File: src/rtl/conv_pkg.sv
// Shared types and constants for the 3x3 convolution window sequencer.
package conv_pkg;

  localparam int NUM_TAPS = 9;
  localparam int TAP_W    = 4;
  localparam int KSIZE    = 3;

  typedef enum logic [2:0] {
    ST_IDLE,
    ST_CHECK,
    ST_RD_REQ,
    ST_RD_DATA,
    ST_WAIT_MAC,
    ST_WR_REQ,
    ST_ADVANCE,
    ST_DONE
  } state_t;

endpackage

File: src/rtl/conv_addr_gen.sv
// Incremental tap-address generator for a 3x3 valid-mode window walk.
// The walk is row-major and uses only adders, so no multiplier is needed.
module conv_addr_gen
  import conv_pkg::*;
#(
  parameter int ADDR_W = 12,
  parameter int DIM_W  = 8
) (
  input  logic              clk,
  input  logic              rst_n,
  input  logic              load,
  input  logic              step_tap,
  input  logic              step_out,
  input  logic [ADDR_W-1:0] src_base,
  input  logic [DIM_W-1:0]  img_w,
  input  logic [DIM_W-1:0]  img_h,
  output logic [ADDR_W-1:0] tap_addr,
  output logic              end_of_img
);

  logic [ADDR_W-1:0] win_base;
  logic [ADDR_W-1:0] row_skip;
  logic [ADDR_W-1:0] next_win;
  logic [DIM_W-1:0]  col;
  logic [DIM_W-1:0]  row;
  logic [1:0]        kx;
  logic              end_of_row;

  // Skip from the window's right column to the next window row.
  // At the last column of an output row, advancing by KSIZE lands on the next row's first window.
  assign row_skip   = ADDR_W'(img_w) - ADDR_W'(KSIZE - 1);
  assign end_of_row = (col == img_w - DIM_W'(KSIZE));
  assign end_of_img = end_of_row && (row == img_h - DIM_W'(KSIZE));
  assign next_win   = win_base + (end_of_row ? ADDR_W'(KSIZE) : ADDR_W'(1));

  always_ff @(posedge clk or negedge rst_n) begin
    if (!rst_n) begin
      win_base <= '0;
      tap_addr <= '0;
      kx       <= '0;
      col      <= '0;
      row      <= '0;
    end else if (load) begin
      win_base <= src_base;
      tap_addr <= src_base;
      kx       <= '0;
      col      <= '0;
      row      <= '0;
    end else if (step_out) begin
      win_base <= next_win;
      tap_addr <= next_win;
      kx       <= '0;
      if (end_of_row) begin
        col <= '0;
        row <= row + 1'b1;
      end else begin
        col <= col + 1'b1;
      end
    end else if (step_tap) begin
      if (kx == 2'(KSIZE - 1)) begin
        kx       <= '0;
        tap_addr <= tap_addr + row_skip;
      end else begin
        kx       <= kx + 1'b1;
        tap_addr <= tap_addr + 1'b1;
      end
    end
  end

endmodule

File: src/rtl/conv_window_sequencer.sv
// Sequences 3x3 valid-mode convolution: fetches window pixels from the data RAM,
// streams them to the MAC with tap indices, and writes each MAC result back.
module conv_window_sequencer
  import conv_pkg::*;
#(
  parameter int ADDR_W = 12,
  parameter int DATA_W = 8,
  parameter int DIM_W  = 8
) (
  input  logic              clk,
  input  logic              rst_n,
  input  logic              start,
  input  logic              abort,
  input  logic [DIM_W-1:0]  img_w,
  input  logic [DIM_W-1:0]  img_h,
  input  logic [ADDR_W-1:0] src_base,
  input  logic [ADDR_W-1:0] dst_base,
  output logic              busy,
  output logic              done,
  output logic              err,
  output logic              mem_req,
  output logic              mem_we,
  output logic [ADDR_W-1:0] mem_addr,
  output logic [DATA_W-1:0] mem_wdata,
  input  logic              mem_gnt,
  input  logic [DATA_W-1:0] mem_rdata,
  output logic              pix_valid,
  output logic [DATA_W-1:0] pix_data,
  output logic [TAP_W-1:0]  k_idx,
  output logic              pix_first,
  output logic              pix_last,
  input  logic              mac_done,
  input  logic [DATA_W-1:0] mac_result
);

  localparam logic [TAP_W-1:0] LAST_TAP = TAP_W'(NUM_TAPS - 1);

  state_t            state;
  logic [DIM_W-1:0]  img_w_q;
  logic [DIM_W-1:0]  img_h_q;
  logic [ADDR_W-1:0] out_addr;
  logic [ADDR_W-1:0] tap_addr;
  logic [TAP_W-1:0]  tap;
  logic              last_out;
  logic              end_of_img;
  logic              load;
  logic              step_tap;
  logic              step_out;

  // The generator is stepped on grant edges so the next address is ready one cycle later.
  assign load     = (state == ST_IDLE) && start;
  assign step_tap = (state == ST_RD_REQ) && mem_gnt && (tap != LAST_TAP);
  assign step_out = (state == ST_WR_REQ) && mem_gnt && !end_of_img;
  assign pix_data = pix_valid ? mem_rdata : '0;

  conv_addr_gen #(
    .ADDR_W (ADDR_W),
    .DIM_W  (DIM_W)
  ) u_addr_gen (
    .clk        (clk),
    .rst_n      (rst_n),
    .load       (load),
    .step_tap   (step_tap),
    .step_out   (step_out),
    .src_base   (src_base),
    .img_w      (img_w_q),
    .img_h      (img_h_q),
    .tap_addr   (tap_addr),
    .end_of_img (end_of_img)
  );

  always_ff @(posedge clk or negedge rst_n) begin
    if (!rst_n) begin
      state     <= ST_IDLE;
      img_w_q   <= '0;
      img_h_q   <= '0;
      out_addr  <= '0;
      tap       <= '0;
      last_out  <= 1'b0;
      busy      <= 1'b0;
      done      <= 1'b0;
      err       <= 1'b0;
      mem_req   <= 1'b0;
      mem_we    <= 1'b0;
      mem_addr  <= '0;
      mem_wdata <= '0;
      pix_valid <= 1'b0;
      k_idx     <= '0;
      pix_first <= 1'b0;
      pix_last  <= 1'b0;
    end else if (abort && state != ST_IDLE) begin
      state     <= ST_IDLE;
      busy      <= 1'b0;
      done      <= 1'b0;
      mem_req   <= 1'b0;
      mem_we    <= 1'b0;
      pix_valid <= 1'b0;
      pix_first <= 1'b0;
      pix_last  <= 1'b0;
    end else begin
      done      <= 1'b0;
      pix_valid <= 1'b0;
      pix_first <= 1'b0;
      pix_last  <= 1'b0;
      case (state)
        ST_IDLE: begin
          if (start) begin
            img_w_q  <= img_w;
            img_h_q  <= img_h;
            out_addr <= dst_base;
            err      <= 1'b0;
            busy     <= 1'b1;
            state    <= ST_CHECK;
          end
        end
        ST_CHECK: begin
          if (img_w_q < DIM_W'(KSIZE) || img_h_q < DIM_W'(KSIZE)) begin
            err   <= 1'b1;
            busy  <= 1'b0;
            done  <= 1'b1;
            state <= ST_DONE;
          end else begin
            tap      <= '0;
            mem_req  <= 1'b1;
            mem_we   <= 1'b0;
            mem_addr <= tap_addr;
            state    <= ST_RD_REQ;
          end
        end
        ST_RD_REQ: begin
          if (mem_gnt) begin
            mem_req   <= 1'b0;
            pix_valid <= 1'b1;
            k_idx     <= tap;
            pix_first <= (tap == '0);
            pix_last  <= (tap == LAST_TAP);
            state     <= ST_RD_DATA;
          end
        end
        ST_RD_DATA: begin
          if (tap == LAST_TAP) begin
            state <= ST_WAIT_MAC;
          end else begin
            tap      <= tap + 1'b1;
            mem_req  <= 1'b1;
            mem_addr <= tap_addr;
            state    <= ST_RD_REQ;
          end
        end
        ST_WAIT_MAC: begin
          if (mac_done) begin
            mem_wdata <= mac_result;
            mem_we    <= 1'b1;
            mem_req   <= 1'b1;
            mem_addr  <= out_addr;
            state     <= ST_WR_REQ;
          end
        end
        ST_WR_REQ: begin
          if (mem_gnt) begin
            mem_req  <= 1'b0;
            mem_we   <= 1'b0;
            last_out <= end_of_img;
            state    <= ST_ADVANCE;
          end
        end
        ST_ADVANCE: begin
          if (last_out) begin
            busy  <= 1'b0;
            done  <= 1'b1;
            state <= ST_DONE;
          end else begin
            out_addr <= out_addr + 1'b1;
            tap      <= '0;
            mem_req  <= 1'b1;
            mem_we   <= 1'b0;
            mem_addr <= tap_addr;
            state    <= ST_RD_REQ;
          end
        end
        ST_DONE: state <= ST_IDLE;
        default: state <= ST_IDLE;
      endcase
    end
  end

endmodule

File: config.mk
export PLATFORM = sky130hd
export DESIGN_NAME = conv_window_sequencer
export DESIGN_NICKNAME = d
export VERILOG_FILES = /design/src/rtl/conv_pkg.sv /design/src/rtl/conv_addr_gen.sv /design/src/rtl/conv_window_sequencer.sv
export SDC_FILE = /design/constraint.sdc
export NUM_CORES = 1
export LEC_CHECK = 0
export CAP_MARGIN = 20
export CELL_PAD_IN_SITES_DETAIL_PLACEMENT = 1
export CELL_PAD_IN_SITES_GLOBAL_PLACEMENT = 2
export CORE_ASPECT_RATIO = 0.6
export CORE_UTILIZATION = 33
export DETAILED_ROUTE_END_ITERATION = 8
export HOLD_SLACK_MARGIN = 0.06
export PLACE_DENSITY_LB_ADDON = 0.2
export SYNTH_ARGS = -nofsm -noshare
export SYNTH_HDL_FRONTEND = slang
export SYNTH_SLANG_ARGS = --single-unit
export TNS_END_PERCENT = 10
File: constraint.sdc
create_clock -name clk -period 4 [get_ports clk]
set_input_delay 0.8 -clock clk [delete_from_list [all_inputs] [get_ports clk]]
set_output_delay 0.8 -clock clk [all_outputs]
set_load 0.02 [all_outputs]
==> impl_metrics.env, run 1 <==
export IMPL_cp_arrival_ns=4.01
export IMPL_synth_area_per_cell_um2=8.83
export IMPL_synth_edf_count=0
export IMPL_r2r_start="img_w_q[3]"
export IMPL_seq_area_frac_synth_pct=40.4
export IMPL_setup_violations=0
export IMPL_finalWorstPathRequiredPeriod_ns=3.76
export IMPL_tns_ns=0
export IMPL_drive_gt1_share_pct=7.62
export IMPL_p_leak_nw=3.52
export IMPL_firstDrtPassIters=5
export IMPL_synth_top_area_cell="dfrtp_1"
export IMPL_power_density_nw_per_um2=704
export IMPL_hold_path_class="in2async"
export IMPL_start_util_pct=33.9
export IMPL_io_buffers=101
export IMPL_multi_input_area_um2=3800
export IMPL_vias=6083
export IMPL_drt_initial_drc_count=418
export IMPL_hold_ws_ns=0.477
export IMPL_synth_area_leaders="dfrtp_1 (40%), nand2_1 (6.1%), o21ai_0 (4.6%)"
export IMPL_ant_nets=0
export IMPL_relSlewSlack_pct=42.6
export IMPL_place_area_um2=8110
export IMPL_worst_pin_slew_ns=0.858
export IMPL_place_gp_congestion=0.901
export IMPL_totalWireLength_um=20900
export IMPL_drcViolationCount=0
export IMPL_synth_seq_cells=110
export IMPL_synth_top_cell_area_share_pct=40.4
export IMPL_synth_warnings=0
export IMPL_grt_pass1_wl_um=34600
export IMPL_area_growth_pct=23.5
export IMPL_stdcell_area_um2=8410
export IMPL_ios=102
export IMPL_critPathMaxFanout=10
export IMPL_numCtsBuffers=9
export IMPL_finalCritPeriodShare_pct=94.1
export IMPL_n_antenna_cell=0
export IMPL_grt_overflow=0
export IMPL_final_seq_area_um2=2750
export IMPL_cts_clk_slew_worst_paths_ns=0.07
export IMPL_rsz0062_at_grt="no"
export IMPL_cp_required_ns=4.25
export IMPL_holdBufCountCts=0
export IMPL_synthArstFlopShare_pct=100
export IMPL_fill_cells=2337
export IMPL_worst_setup_path_start_kind="register"
export IMPL_netlist_area_um2=6810
export IMPL_clockBufferDepth=2
export IMPL_cts_tree="yes"
export IMPL_die_area_um2=21200
export IMPL_skew_ns=0.00761
export IMPL_grt_use_total_pct=20.6
export IMPL_synth_cell_types=79
export IMPL_die_h_um=113
export IMPL_final_max_slew_viol_count=0
export IMPL_cp_startpoint="img_w_q[3]"
export IMPL_grt_pass1_vias=6397
export IMPL_layout_common_cells="nand2_1 (110), dfrtp_1 (110), clkdlybuf4s50_1 (100), o21ai_0 (61), a21oi_1 (57)"
export IMPL_max_cap_viol_count=0
export IMPL_cp_end_kind="register"
export IMPL_fmaxAchievable_ghz=0.266
export IMPL_clock_sinks=110
export IMPL_nets=948
export IMPL_die_w_um=188
export IMPL_dp_hpwl_um=15900
export IMPL_final_util_pct=41.8
export IMPL_postSynthCellCount=772
export IMPL_cts_htree_levels=3
export IMPL_finalHoldViolCount=0
export IMPL_antenna_found_initial=0
export IMPL_num_rows=40
export IMPL_avgViaCountPerCell=5.34
export IMPL_worstSkewPairLatency_ns=0.36
export IMPL_status="complete, no violations"
export IMPL_path_class="reg2reg"
export IMPL_ir_drop_uv=281
export IMPL_grt_max_degree=64
export IMPL_cts_root_buf="clkbuf_16"
export IMPL_syn_num_nets=859
export IMPL_core_area_um2=20100
export IMPL_wl_per_cell_um=18.3
export IMPL_finalPower_w=0.00592
export IMPL_synth_ff_type="dfrtp_1"
where the power goes:
part	internal, W	switching, W	leakage, nW
clock network	0.000519	0.000430	0.152
registers	0.00154	0.000538	1.40
logic	0.00127	0.00163	1.97
total	0.00333	0.00259	3.52
logic make-up (layout without fill, tap and decap cells):
group	count (synthesis)	after routing	share of synthesized area, %
compound gates	211	211	19.7
xor+xnor	46	46	5.91
fa+ha+maj	25	25	4.81
buf+inv	60	154	3.89
flops	110	110	40.4
mux	25	25	3.91
simple gates	295	295	21.4
through the flow:
stage | worst slack (ns) | std cells
CTS | 0.0480 | 1139
global route | 0.00741 | 1139
finish | 0.236 | 1139
global placement | 0.297 | 1123
detailed placement | 0.0886 | 1123
floorplan | 0.371 | 772
synthesized netlist by cell type (4+ instances only):
master    count
o31ai_1      10
nand3_1      31
or2_2         4
o311ai_0      4
dfrtp_1     110
xor2_1       21
a31oi_1       8
nand2_1     110
and2_1       12
nor4_1        5
clkbuf_1     22
nand4_1       4
mux2_2       13
a22oi_1       6
a21oi_1      57
a21o_1       14
o22a_1       10
inv_1        21
o22ai_1       4
nor3_1       19
nor3b_1       4
mux2i_1      12
ha_1         23
o21a_1        5
xnor2_1      25
nor2b_1       4
nor2_1       54
o21ai_0      63
buf_2         8
nand2b_1     15
and3_1        8
final cells by class:
cell class | instances | area share (%)
Clock buffer | 12 | 3.05
Clock inverter | 4 | 0.535
Inverter | 22 | 0.982
Multi-Input combinational cell | 602 | 45.2
Sequential cell | 110 | 32.7
Tap cell | 273 | 4.06
Timing Repair Buffer | 116 | 13.5
metal layers:
layer | wire [um] | global-route usage [%] | part of all wire (%) | vias up
met3 | 636 | 3.54 | 3.0 | 16
met4 | 179 | 4.12 | 0.86 | 0
met1 | 10700 | 30.2 | 51 | 3049
met2 | 9350 | 31.8 | 45 | 100
li1 | - | - | - | 2918
met5 | 0 | 0 | 0 | -
worst paths after layout:
check                                           to  slack, ns  cells after the start
setup / recovery           u_addr_gen.tap_addr[11]       0.24                     11
hold / removal              u_addr_gen.win_base[8]       0.48                      1
setup reg to reg           u_addr_gen.tap_addr[11]       0.24                     11
hold reg to reg                        mem_addr[0]       0.50                      2
max in group asynchronous             mem_wdata[4]       2.73                      2
min in group clk                       mem_addr[0]       0.50                      2
critical path, cell delays in order, from the launching register on:
cell and delay, ns:
dfrtp_1 0.53, nor4_2 0.54, nand2b_1 0.12, nor4_1 0.52
buf_4 0.26, ha_1 0.28, o21ai_0 0.10, o31ai_1 0.13
o41ai_1 0.46, xnor2_1 0.16, a2111o_1 0.37, and4b_1 0.19
sequential cells by signal, indices dropped and copies added (netlist names), 2 cells and up:
register	cells
tap	4
out_addr	12
state	3
mem_addr	12
k_idx	4
u_addr_gen.kx	2
u_addr_gen.tap_addr	12
u_addr_gen.col	8
img_w_q	8
mem_wdata	8
img_h_q	8
u_addr_gen.win_base	12
u_addr_gen.row	8
what timing repair did:
item,CTS,global route
setup buffers,0,0
endpoints found under the setup margin,0,3
gates resized for setup,0,4
Power figures use the tool's default switching activity.
==> run 2, diff against run 1 <==
--- a/config.mk
+++ b/config.mk
@@ -13,6 +13,7 @@
 export DETAILED_ROUTE_END_ITERATION = 8
 export HOLD_SLACK_MARGIN = 0.06
 export PLACE_DENSITY_LB_ADDON = 0.2
+export SETUP_SLACK_MARGIN = 0.05
 export SYNTH_ARGS = -nofsm -noshare
 export SYNTH_HDL_FRONTEND = slang
 export SYNTH_SLANG_ARGS = --single-unit
==> impl_metrics.env, run 2 (synthesis results as in run 1) <==
export IMPL_finalCritPeriodShare_pct=92.1
export IMPL_r2r_cells=15
export IMPL_multi_input_area_um2=3820
export IMPL_path_cells="ha_2 -> or3b_2 -> a22oi_1 -> a21oi_1 -> nor3_1 -> o21ai_1 -> inv_1 -> ha_1 -> a21o_1 -> nand4_1 -> nor3_1 -> xnor2_1 -> a21oi_2 -> a2111o_1 -> and4b_1"
export IMPL_worst_pin_slew_ns=0.852
export IMPL_drt_initial_drc_count=406
export IMPL_place_area_um2=8110
export IMPL_cp_end_kind="register"
export IMPL_ant_nets=0
export IMPL_ir_drop_uv=280
export IMPL_grt_pass1_wl_um=34600
export IMPL_grt_pass1_vias=6397
export IMPL_cp_required_ns=4.25
export IMPL_ios=102
export IMPL_finalHoldViolCount=0
export IMPL_r2r_slack_ns=0.31
export IMPL_cp_arrival_ns=3.93
export IMPL_drive_gt1_share_pct=7.74
export IMPL_worst_setup_path_start_kind="register"
export IMPL_relSlewSlack_pct=43.0
export IMPL_stdcell_area_um2=8430
export IMPL_cts_tree="yes"
export IMPL_fmaxAchievable_ghz=0.271
export IMPL_crit_slowest_cell="dfrtp_1"
export IMPL_dp_hpwl_um=15900
export IMPL_skew_ns=0.00636
export IMPL_path_class="reg2reg"
export IMPL_num_rows=40
export IMPL_grt_overflow=0
export IMPL_setup_violations=0
export IMPL_wl_per_cell_um=18.3
export IMPL_p_leak_nw=3.52
export IMPL_avgViaCountPerCell=5.37
export IMPL_hold_path_class="in2async"
export IMPL_antenna_found_initial=0
export IMPL_drcViolationCount=0
export IMPL_status="complete, no violations"
export IMPL_nets=948
export IMPL_area_growth_pct=23.7
export IMPL_cts_root_buf="clkbuf_16"
export IMPL_grt_max_degree=64
export IMPL_final_max_slew_viol_count=0
export IMPL_die_w_um=188
export IMPL_final_seq_area_um2=2750
export IMPL_grt_use_total_pct=20.6
export IMPL_power_density_nw_per_um2=705
export IMPL_start_util_pct=33.9
export IMPL_final_util_pct=41.9
export IMPL_max_cap_viol_count=0
export IMPL_io_buffers=101
export IMPL_cp_slowest_stage_delay_ns=0.48
export IMPL_die_h_um=113
export IMPL_totalWireLength_um=20900
export IMPL_numCtsBuffers=9
export IMPL_layout_common_cells="nand2_1 (110), dfrtp_1 (110), clkdlybuf4s50_1 (100), o21ai_0 (61), a21oi_1 (57)"
export IMPL_worstSkewPairLatency_ns=0.36
export IMPL_rsz0062_at_grt="no"
export IMPL_finalWorstPathRequiredPeriod_ns=3.69
export IMPL_clock_sinks=110
export IMPL_tns_ns=0
export IMPL_r2r_start="img_w_q[0]"
export IMPL_vias=6115
export IMPL_n_antenna_cell=0
export IMPL_die_area_um2=21200
export IMPL_cts_clk_slew_worst_paths_ns=0.07
export IMPL_fill_cells=2333
export IMPL_cts_post_setup_buffers_inserted=0
export IMPL_cts_htree_levels=3
export IMPL_clockBufferDepth=2
export IMPL_place_gp_congestion=0.901
export IMPL_rr_endpoint="u_addr_gen.tap_addr[11]"
export IMPL_path_common_cell="nor3_1"
export IMPL_core_area_um2=20100
export IMPL_critPathMaxFanout=7
export IMPL_firstDrtPassIters=5
## run 2: cell counts in the layout (fill, tap and decap cells not counted)
Identical to the previous run, type by type.
## run 2: where the power goes
| part | internal, W | total (W) | switching [W] |
|---|---|---|---|
| registers | 0.00154 | 0.00209 | 0.000544 |
| clock network | 0.000519 | 0.000950 | 0.000431 |
| logic | 0.00127 | 0.00290 | 0.00163 |
| total | 0.00333 | 0.00594 | 0.00261 |
## run 2: final cells by class
class	count	area share [%]
clock buffers	12	3.04
clock inverters	4	0.534
inverters	22	0.980
multi-input cells	602	45.3
flip-flops and latches	110	32.7
well taps	273	4.05
repair buffers	116	13.5
## run 2: how the worst max path moves through the flow
stage,cells past startpoint,slack (ns),endpoint,startpoint
after floorplan,16,0.37,u_addr_gen.tap_addr[11],img_w_q[2]
after global placement,14,0.30,u_addr_gen.tap_addr[10],img_w_q[0]
after detailed placement,14,0.09,u_addr_gen.tap_addr[10],img_w_q[0]
after CTS,14,0.1,u_addr_gen.tap_addr[10],img_w_q[0]
after global routing,15,0.06,u_addr_gen.tap_addr[11],img_w_q[1]
final,15,0.31,u_addr_gen.tap_addr[11],img_w_q[0]
## run 2: routing by layer
metal	up-vias	track usage [%]	part of all wire (%)
li1	2919	-	-
met1	3066	30.2	51
met2	114	31.8	45
met3	16	3.54	3.4
met4	0	4.12	0.85
met5	-	0	0
## run 2: timing repair
item                                    in CTS  in global routing
endpoints found under the setup margin       1                  3
hold buffers                                 0                  0
hold endpoints to repair                     0                  0
resized for setup                            1                  5
## run 2: worst max-delay path, delay by kind of cell, from the launching register on
family	cells	cell delay, ns
fa+ha+maj	2	0.44
xor+xnor	1	0.17
simple gates	5	1.27
compound gates	6	1.08
buf+inv	1	0.13
flops	1	0.48
## run 2: per-stage QoR
step / hold slack (ns) / total power (W) / instances / setup WS [ns]
after global placement: 0.472 / 0.00485 / 1123 / 0.297
final: 0.479 / 0.00594 / 1139 / 0.314
after detailed placement: 0.483 / 0.00499 / 1123 / 0.0886
after global routing: 0.514 / 0.00642 / 1139 / 0.0612
after floorplan: 0.463 / 0.00396 / 772 / 0.371
after CTS: 0.496 / 0.00597 / 1139 / 0.0966
==> run 3, diff against run 2 <==
--- a/config.mk
+++ b/config.mk
@@ -5,11 +5,12 @@
 export SDC_FILE = /design/constraint.sdc
 export NUM_CORES = 1
 export LEC_CHECK = 0
+export ABC_AREA = 1
 export CAP_MARGIN = 20
 export CELL_PAD_IN_SITES_DETAIL_PLACEMENT = 1
 export CELL_PAD_IN_SITES_GLOBAL_PLACEMENT = 2
 export CORE_ASPECT_RATIO = 0.6
-export CORE_UTILIZATION = 33
+export CORE_UTILIZATION = 32
 export DETAILED_ROUTE_END_ITERATION = 8
 export HOLD_SLACK_MARGIN = 0.06
 export PLACE_DENSITY_LB_ADDON = 0.2
==> impl_metrics.env, run 3 <==
export IMPL_ios=102
export IMPL_antenna_found_initial=0
export IMPL_num_rows=40
export IMPL_start_util_pct=33.3
export IMPL_synth_top_cell_area_share_pct=40.5
export IMPL_cp_top_family="simple AND/OR/NAND/NOR gates"
export IMPL_r2r_slack_ns=0.88
export IMPL_firstDrtPassIters=5
export IMPL_n_antenna_cell=0
export IMPL_layout_common_cells="nand2_1 (226), dfrtp_1 (110), clkdlybuf4s50_1 (100), inv_1 (94), nor2_1 (90)"
export IMPL_synthArstFlopShare_pct=100
export IMPL_dp_cells=1252
export IMPL_dr_max_layer_used="met4"
export IMPL_r2r_cells=20
export IMPL_cts_resized=0
export IMPL_final_cells=1269
export IMPL_place_gp_congestion=0.835
export IMPL_area_growth_pct=24.0
export IMPL_avgViaCountPerCell=4.77
export IMPL_relSlewSlack_pct=54.5
export IMPL_worst_setup_path_start_kind="register"
export IMPL_cts_root_buf="clkbuf_16"
export IMPL_totalWireLength_um=21100
export IMPL_synth_warnings=0
export IMPL_cp_slowest_stage_delay_ns=0.44
export IMPL_power_density_nw_per_um2=783
export IMPL_synth_edf_count=0
export IMPL_cp_end_kind="register"
export IMPL_netlist_area_um2=6800
export IMPL_drt_initial_drc_count=366
export IMPL_worst_pin_slew_ns=0.680
export IMPL_final_max_slew_viol_count=0
export IMPL_wl_met3_um=984
export IMPL_yosysMostFrequentCell="nand2_1"
export IMPL_synth_area_per_cell_um2=7.59
export IMPL_die_w_um=190
export IMPL_skew_ns=0.0104
export IMPL_finalHoldViolCount=0
export IMPL_cp_arrival_ns=3.38
export IMPL_ir_drop_uv=292
export IMPL_clockBufferDepth=2
export IMPL_wl_per_cell_um=16.6
export IMPL_finalWorstPathRequiredPeriod_ns=3.12
export IMPL_grt_use_total_pct=20.5
export IMPL_hold_path_class="in2async"
export IMPL_seq_area_frac_synth_pct=40.5
export IMPL_synth_top_area_cell="dfrtp_1"
export IMPL_path_common_cell="nor2_1"
export IMPL_path_class="reg2reg"
export IMPL_p_leak_nw=3.94
export IMPL_die_h_um=115
export IMPL_drcViolationCount=0
export IMPL_cp_num_buf_inv=2
export IMPL_cts_clk_slew_worst_paths_ns=0.08
export IMPL_critPathMaxFanout=6
export IMPL_rr_endpoint="u_addr_gen.tap_addr[10]"
export IMPL_cts_htree_levels=3
export IMPL_core_area_um2=20400
export IMPL_rsz0062_at_grt="no"
export IMPL_vias=6049
export IMPL_finalCritPeriodShare_pct=77.9
export IMPL_holdBufCountCts=0
export IMPL_numCtsBuffers=9
export IMPL_netlist_top_cells_count="nand2_1 (226), dfrtp_1 (110), inv_1 (94), nor2_1 (90), o21ai_0 (50)"
export IMPL_synth_area_leaders="dfrtp_1 (40%), nand2_1 (12%), inv_1 (5.2%)"
export IMPL_status="complete, no violations"
export IMPL_grt_overflow=0
export IMPL_nets=1078
export IMPL_cp_required_ns=4.26
export IMPL_crit_slowest_cell="dfrtp_1"
export IMPL_die_area_um2=21900
export IMPL_worstSkewPairLatency_ns=0.37
export IMPL_layout_commonest_cell="nand2_1"
export IMPL_grt_pass1_wl_um=34500
export IMPL_grt_pass1_vias=6092
export IMPL_tns_ns=0
export IMPL_postSynthCellCount=896
export IMPL_path_cells="inv_2 -> ha_1 -> nand2_1 -> nand2_1 -> o21ai_1 -> nand2_1 -> nor2_1 -> nand2_1 -> nor2_4 -> inv_1 -> fa_1 -> nor2_1 -> nand4_1 -> nor2_1 -> nand4_1 -> xor2_1 -> nand3_1 -> nand3_1 -> nor2_1 -> nor2_1"
export IMPL_cts_post_setup_buffers_inserted=0
export IMPL_clock_sinks=110
export IMPL_dp_hpwl_um=16300
export IMPL_grt_max_degree=68
export IMPL_synth_seq_cells=110
export IMPL_synth_cell_types=47
export IMPL_dr_wl_met2_um=7690
export IMPL_r2r_start="img_w_q[2]"
export IMPL_syn_num_nets=983
export IMPL_met1_length_um=12300
export IMPL_setup_violations=0
export IMPL_synth_ff_type="dfrtp_1"
export IMPL_max_cap_viol_count=0
export IMPL_fmaxAchievable_ghz=0.321
export IMPL_ant_nets=0
export IMPL_drive_gt1_share_pct=7.03
export IMPL_cts_tree="yes"
export IMPL_io_buffers=101
-- run 3: changes by cell type after synthesis, sizes merged, moves of 10 or more --
cell / change
nand2: +121
inv: +86
nor2: +43
a21oi: -22
o21ai: +18
nand2b: -16
xnor2: -16
a21o: -14
nand3: +14
xor2: +13
and2: -12
clkbuf: -12
mux2i: -10
o22a: -10
-- run 3: cells by family (layout without fill, tap and decap cells) --
kind of cell	after synthesis	after routing	share of synthesized area, %
muxes	10	10	1.62
xor gates and xnor gates	43	43	5.54
buffers and inverters	131	231	7.80
DFF	110	110	40.5
adders and majority gates	25	25	4.82
AOI/OAI and AO/OA	161	161	13.5
and+or+nand+nor	416	416	26.3
-- run 3: cell type report --
class	count	area, um^2
clock buffers	9	225
clock inverters	7	120
fillers	2520	12000
inverters	108	405
multi-input cells	655	3520
flip-flops and latches	110	2750
well taps	273	342
repair buffers	107	1070
-- run 3: power by group --
group / switching (W) / total [W] / internal, W / leakage (nW)
combinational: 0.00213 / 0.00343 / 0.00130 / 2.39
sequential: 0.000509 / 0.00210 / 0.00159 / 1.38
clock: 0.000464 / 0.00108 / 0.000616 / 0.166
-- run 3: metrics by stage --
stage	cell area (um^2)	total power [W]	utilization (%)	hold WS (ns)	setup WS (ns)
after floorplan	6800	0.00434	-	0.432	1.26
after global placement	8080	0.00546	39.6	0.446	1.00
after detailed placement	8080	0.00550	39.6	0.447	0.888
after CTS	8420	0.00662	41.2	0.462	0.870
after global routing	8440	0.00721	41.3	0.482	0.509
final	8440	0.00661	41.3	0.454	0.883
-- run 3: worst max-delay path by stage --
stage,from,to,slack (ns),cells after the start
finish,img_w_q[2],u_addr_gen.tap_addr[10],0.88,20
global route,img_w_q[2],u_addr_gen.tap_addr[10],0.51,22
CTS,img_w_q[2],u_addr_gen.tap_addr[10],0.87,22
detailed placement,img_w_q[2],u_addr_gen.tap_addr[10],0.89,22
global placement,img_w_q[2],u_addr_gen.tap_addr[10],1.00,20
floorplan,img_w_q[2],u_addr_gen.tap_addr[10],1.26,20
-- run 3: routing by layer --
metal / track usage, % / vias to the layer above
met3: 4.73 / 9
met2: 26.8 / 107
met5: 0 / -
li1: - / 3104
met1: 33.3 / 2829
met4: 3.63 / 0
